<file path="config.mk">
export PLATFORM = sky130hd
export DESIGN_NAME = mips_instr_sequencer
export DESIGN_NICKNAME = d
export VERILOG_FILES = /design/src/rtl/mips_instr_sequencer.sv
export SDC_FILE = /design/constraint.sdc
export NUM_CORES = 2
export LEC_CHECK = 0
export CAP_MARGIN = 25
export CORE_MARGIN = 2
export CORE_UTILIZATION = 55
export CTS_CLUSTER_SIZE = 28
export DETAILED_ROUTE_END_ITERATION = 12
export PLACE_DENSITY = 0.71
export SLEW_MARGIN = 15
export SYNTH_ARGS = -nofsm -noshare
export SYNTH_HDL_FRONTEND = slang
export SYNTH_SLANG_ARGS = --single-unit
</file>
<file path="constraint.sdc">
create_clock -name clk -period 5.4 [get_ports clk]
set_input_delay 0.54 -clock clk [delete_from_list [all_inputs] [get_ports clk]]
set_output_delay 0.54 -clock clk [all_outputs]
set_load 0.02 [all_outputs]
</file>
<file path="src/rtl/mips_instr_sequencer.sv">
`default_nettype none
// ============================================================================
// Module : mips_instr_sequencer
// Desc   : Loadable program buffer that issues words to the processor instr
//          port in run, single-step or loop mode, followed by a NOP drain tail.
// Rev    : 1.0
// ============================================================================
module mips_instr_sequencer #(
  parameter int                DATA_W       = 32,
  parameter int                DEPTH        = 64,
  parameter int                ADDR_W       = $clog2(DEPTH),
  parameter logic [DATA_W-1:0] NOP_WORD     = '0,
  parameter int                DRAIN_CYCLES = 12
) (
  input  logic              clk,
  input  logic              reset,
  input  logic              load_en,
  input  logic [ADDR_W-1:0] load_addr,
  input  logic [DATA_W-1:0] load_data,
  input  logic [ADDR_W:0]   prog_len,
  input  logic              start,
  input  logic              step_mode,
  input  logic              step,
  input  logic              loop_en,
  input  logic              stall,
  input  logic              abort,
  output logic [DATA_W-1:0] instr,
  output logic              instr_valid,
  output logic [ADDR_W-1:0] pc_idx,
  output logic              busy,
  output logic              done,
  output logic [15:0]       issued_cnt
);

  localparam logic [ADDR_W:0] c_DEPTH = (ADDR_W+1)'(DEPTH);
  localparam logic [7:0]      c_DRAIN = 8'(DRAIN_CYCLES);

  typedef enum logic [2:0] {
    S_IDLE  = 3'd0,
    S_RUN   = 3'd1,
    S_STEP  = 3'd2,
    S_DRAIN = 3'd3,
    S_DONE  = 3'd4
  } state_t;

  logic [DATA_W-1:0] mem [DEPTH];

  state_t            state_q, state_d;
  logic [ADDR_W-1:0] idx_q, idx_d;
  logic [ADDR_W:0]   len_q, len_d;
  logic              loop_q, loop_d;
  logic [7:0]        drain_q, drain_d;
  logic [DATA_W-1:0] instr_q, instr_d;
  logic              valid_q, valid_d;
  logic [ADDR_W-1:0] pc_q, pc_d;
  logic [15:0]       cnt_q, cnt_d;
  logic              done_q, done_d;

  logic              w_load_ok;
  logic [ADDR_W:0]   w_eff_len;
  logic              w_issue;
  logic [ADDR_W-1:0] w_issue_idx;
  logic [ADDR_W:0]   w_issue_len;
  logic              w_issue_loop;
  logic              w_go_drain;

  assign w_load_ok = load_en && ((state_q == S_IDLE) || (state_q == S_DONE));
  assign w_eff_len = (prog_len > c_DEPTH) ? c_DEPTH : prog_len;

  always_ff @(posedge clk) begin
    if (w_load_ok) begin
      mem[load_addr] <= load_data;
    end
  end

  always_comb begin
    state_d      = state_q;
    idx_d        = idx_q;
    len_d        = len_q;
    loop_d       = loop_q;
    drain_d      = drain_q;
    instr_d      = instr_q;
    valid_d      = valid_q;
    pc_d         = pc_q;
    cnt_d        = cnt_q;
    done_d       = 1'b0;
    w_issue      = 1'b0;
    w_issue_idx  = idx_q;
    w_issue_len  = len_q;
    w_issue_loop = loop_q;
    w_go_drain   = 1'b0;

    case (state_q)
      S_IDLE, S_DONE: begin
        if (start) begin
          len_d   = w_eff_len;
          loop_d  = loop_en;
          idx_d   = '0;
          cnt_d   = '0;
          instr_d = NOP_WORD;
          valid_d = 1'b0;
          if (w_eff_len == '0) begin
            w_go_drain = 1'b1;
          end else if (step_mode) begin
            state_d = S_STEP;
          end else begin
            state_d      = S_RUN;
            w_issue      = 1'b1;
            w_issue_idx  = '0;
            w_issue_len  = w_eff_len;
            w_issue_loop = loop_en;
          end
        end
      end
      S_RUN: begin
        if (abort) begin
          w_go_drain = 1'b1;
        end else if (!stall) begin
          w_issue = 1'b1;
        end
      end
      S_STEP: begin
        if (abort) begin
          w_go_drain = 1'b1;
        end else if (!stall) begin
          if (step) begin
            w_issue = 1'b1;
          end else begin
            instr_d = NOP_WORD;
            valid_d = 1'b0;
          end
        end
      end
      S_DRAIN: begin
        instr_d = NOP_WORD;
        valid_d = 1'b0;
        if (drain_q == 8'd0) begin
          state_d = S_DONE;
          done_d  = 1'b1;
        end else begin
          drain_d = drain_q - 8'd1;
        end
      end
      default: begin
        state_d = S_IDLE;
      end
    endcase

    // The write port is bypassed so a same-cycle load+start issues the new word.
    if (w_issue) begin
      if (w_load_ok && (load_addr == w_issue_idx)) begin
        instr_d = load_data;
      end else begin
        instr_d = mem[w_issue_idx];
      end
      valid_d = 1'b1;
      pc_d    = w_issue_idx;
      if (cnt_d != 16'hFFFF) begin
        cnt_d = cnt_d + 16'd1;
      end
      if ({1'b0, w_issue_idx} == (w_issue_len - (ADDR_W+1)'(1))) begin
        idx_d = '0;
        if (!w_issue_loop) begin
          w_go_drain = 1'b1;
        end
      end else begin
        idx_d = w_issue_idx + ADDR_W'(1);
      end
    end

    if (w_go_drain) begin
      state_d = S_DRAIN;
      drain_d = c_DRAIN;
      if (!w_issue) begin
        instr_d = NOP_WORD;
        valid_d = 1'b0;
      end
    end
  end

  always_ff @(posedge clk) begin
    if (reset) begin
      state_q <= S_IDLE;
      idx_q   <= '0;
      len_q   <= '0;
      loop_q  <= 1'b0;
      drain_q <= '0;
      instr_q <= NOP_WORD;
      valid_q <= 1'b0;
      pc_q    <= '0;
      cnt_q   <= '0;
      done_q  <= 1'b0;
    end else begin
      state_q <= state_d;
      idx_q   <= idx_d;
      len_q   <= len_d;
      loop_q  <= loop_d;
      drain_q <= drain_d;
      instr_q <= instr_d;
      valid_q <= valid_d;
      pc_q    <= pc_d;
      cnt_q   <= cnt_d;
      done_q  <= done_d;
    end
  end

  assign instr       = instr_q;
  assign instr_valid = valid_q;
  assign pc_idx      = pc_q;
  assign busy        = (state_q == S_RUN) || (state_q == S_STEP) || (state_q == S_DRAIN);
  assign done        = done_q;
  assign issued_cnt  = cnt_q;

endmodule
`default_nettype wire

</file>
==> run metrics <==
post-synth cell types 90; Place WS 0.434 ns; hold buffers post-CTS 0; switching share of power 25.2%; clk buf depth 3; nets@finish 5522; Fill cells 10600; ys flop type edfxtp_1; routed length per instance 34.8 um; Synthesized Nets 5335; DP HPWL 153 mm; 1st-pass router iterations 6; top cell type's share of synthesized area 73.6%; syn avg cell area 15.8 um2; Comb pwr share 11.4%; min Tclk post-route 4.72 ns; Slowest cell on crit path or4b_1; max-cap viol count 0; Yosys Warn Count 0; status complete, no violations; fmax 212 MHz; post-CTS resize count 0; final hold vios 0; Post-Syn Area 83600 um2; leading area contributor after synthesis edfxtp_1; Post-CTS Setup Inserts 0; crit-path max cell delay 0.91 ns; CTS buffer count 202; layout cells sized above 1 14.6%; final total power 0.0364 W; RSZ-0062 raised after global routing false; Worst-path clk slew 0.06 ns; number of flops mapped to enable cells by yosys 2048; Area after DPL 88300 um2; fraction of registers with async set/reset 0%; Iteration-0 DRC Markers 9878; register area share after synthesis 75.5%; worst-margin pin slew 1.15 ns; die area 155000 um2; type of origin of the critical path flip-flop; Leak 29.5 nW; gpl congestion 0.948; CORE AREA 151000 um2; port buffer count 110; I/O pin total 111; Seq pwr share 50.6%; period utilization 87.4%; vias in the first global route 50900; clock share of power 38.0%; CP required 6.14 ns; internal power 0.0272 W; CTS tree yes; Critical Path Sink Type flip-flop; post-route ant nets 0; Finish-stage setup viols 0; VDD IR max 0.316 mV; sequential cell area 63100 um2; Finished Cell Area 94800 um2; FF+latch count, synth 2129; largest net degree at the start of global routing 110; Final Max Tran Viols 0; Syn Inst Count 5276; DIE HEIGHT 394 um; worst hold-check path type input port to flip-flop; row cnt 143; max_slew headroom 23.1%; total negative slack 0 ns; commonest cells in the netlist 2048 x edfxtp_1, 370 x nand2_1, 313 x mux2i_1, 309 x a21oi_1, 271 x nor2_1; category of the critical setup timing path flip-flop to flip-flop; Worst-Skew Late Latency 0.86 ns; first-pass GRT wire length 376 mm; grt ovf 0; CTS sink cnt 2129; DR DRC count 0; fin worst setup slack 0.680 ns; worst-path cell chain or4b_1 > a22oi_2 > buf_4 > nor2_1 > o21ai_0 > a211oi_1 > nor3_1 > nor3_1 > a32o_1; area of the multi-input gates 19300 um2; CP Data Arrival Time 5.46 ns; Clock Skew 0.0253 ns; most common cell in the netlist edfxtp_1; Post-Route WL 267 mm; H-Tree Depth 4; Area Growth Syn to Fin 13.4%; CP dominant cell by count nor3_1; Sw Pwr 0.00919 W; drt via density 7.01; pwr dens 384 nW/um2; Synth area leaders edfxtp_1 74%, mux2i_1 3.7%, o221ai_1 2.1%; GRT Total Usage 33.9%; initial antenna violation count 16; Max FO, Critical Path 33; clk root buf clkbuf_16; die span in x 394 um; hold slack 0.0531 ns; Initial Util 55.2%; DR vias 53800
state kept, by name (all words and copies together) (netlist names):
name / count
drain_q: 8
instr_valid: 1
issued_cnt: 16
pc_idx: 6
mem: 2048
len_q: 7
loop_q: 1
idx_q: 6
state_q: 3
done: 1
instr: 32
per-layer routing:
layer | global-route usage (%) | wire length (um)
met5 | 1.08 | 270
met4 | 15.2 | 13800
met3 | 11.1 | 42500
met2 | 49.7 | 117000
met1 | 46.4 | 93500
worst max-delay path, delay by kind of cell (launching register included):
| family | cells | cell delay [ns] |
|---|---|---|
| AO/OA/AOI/OAI | 4 | 1.51 |
| AND/OR/NAND/NOR | 4 | 1.94 |
| flip-flops | 1 | 0.48 |
| buffers and inverters | 1 | 0.61 |
kinds of logic after synthesis:
logic type	share of synthesized area, %
flip-flops	75.5
AO/OA/AOI/OAI	10.5
AND/OR/NAND/NOR	5.31
multiplexers	6.09
buffers and inverters	2.10
XOR/XNOR	0.356
adder cells (fa/ha/maj)	0.0749
per-stage QoR:
step           std cells  util [%]
2_1_floorplan       5276         -
3_3_place_gp        7285      58.3
3_5_place_dp        7286      58.3
4_1_cts             7663      62.6
5_1_grt             7668      62.6
6_report            7669      62.6
placed cells by master, fill, tap and decap left out, types with 24 or more instances in the layout:
| cell | n |
|---|---|
| mux2_2 | 126 |
| o21ai_0 | 193 |
| clkinv_2 | 33 |
| a31oi_1 | 63 |
| edfxtp_1 | 2048 |
| nor3_1 | 98 |
| o211ai_1 | 57 |
| o221ai_1 | 198 |
| dfxtp_1 | 77 |
| nand3_1 | 79 |
| and3_1 | 45 |
| a221oi_1 | 72 |
| nor2_1 | 202 |
| nand4_1 | 24 |
| nor2_4 | 67 |
| buf_12 | 43 |
| buf_2 | 30 |
| mux4_2 | 24 |
| nand2_1 | 365 |
| buf_4 | 192 |
| clkinv_1 | 47 |
| a21oi_1 | 309 |
| clkdlybuf4s50_1 | 77 |
| clkbuf_1 | 53 |
| clkbuf_16 | 205 |
| mux2i_1 | 313 |
| a211oi_1 | 59 |
| o22ai_1 | 121 |
final timing paths:
| path | startpoint | to | slack (ns) | cells after the start |
|---|---|---|---|---|
| worst max-delay path | state_q[0]$_SDFFE_PP0P_ | instr[9]$_SDFF_PP0_ | 0.68 | 9 |
| worst min-delay path | load_data[6] | mem[42][6]$_DFFE_PP_ | 0.05 | 1 |
| worst min register to register | len_q[6]$_SDFFE_PP0P_ | len_q[6]$_SDFFE_PP0P_ | 0.47 | 2 |
| worst max register to register | state_q[0]$_SDFFE_PP0P_ | instr[9]$_SDFF_PP0_ | 0.68 | 9 |
final cells by class:
| cell class | instances | area share, % |
|---|---|---|
| tap | 2030 | 2.68 |
| clock inverter | 115 | 1.10 |
| timing repair buffer | 345 | 3.44 |
| sequential | 2129 | 66.6 |
| antenna | 3 | 0.00792 |
| inverter | 18 | 0.0872 |
| multi-input combinational | 2767 | 20.4 |
| clock buffer | 262 | 5.68 |
power groups by stage:
stage / combinational (W) / sequential, W / clock, W
3_5_place_dp: 0.00399 / 0.0188 / 0
6_report: 0.00415 / 0.0184 / 0.0139
4_1_cts: 0.00400 / 0.0184 / 0.0139
5_1_grt: 0.00425 / 0.0184 / 0.0145
3_3_place_gp: 0.00394 / 0.0188 / 0
2_1_floorplan: 0.00227 / 0.0187 / 0
Power figures use the tool's default switching activity.
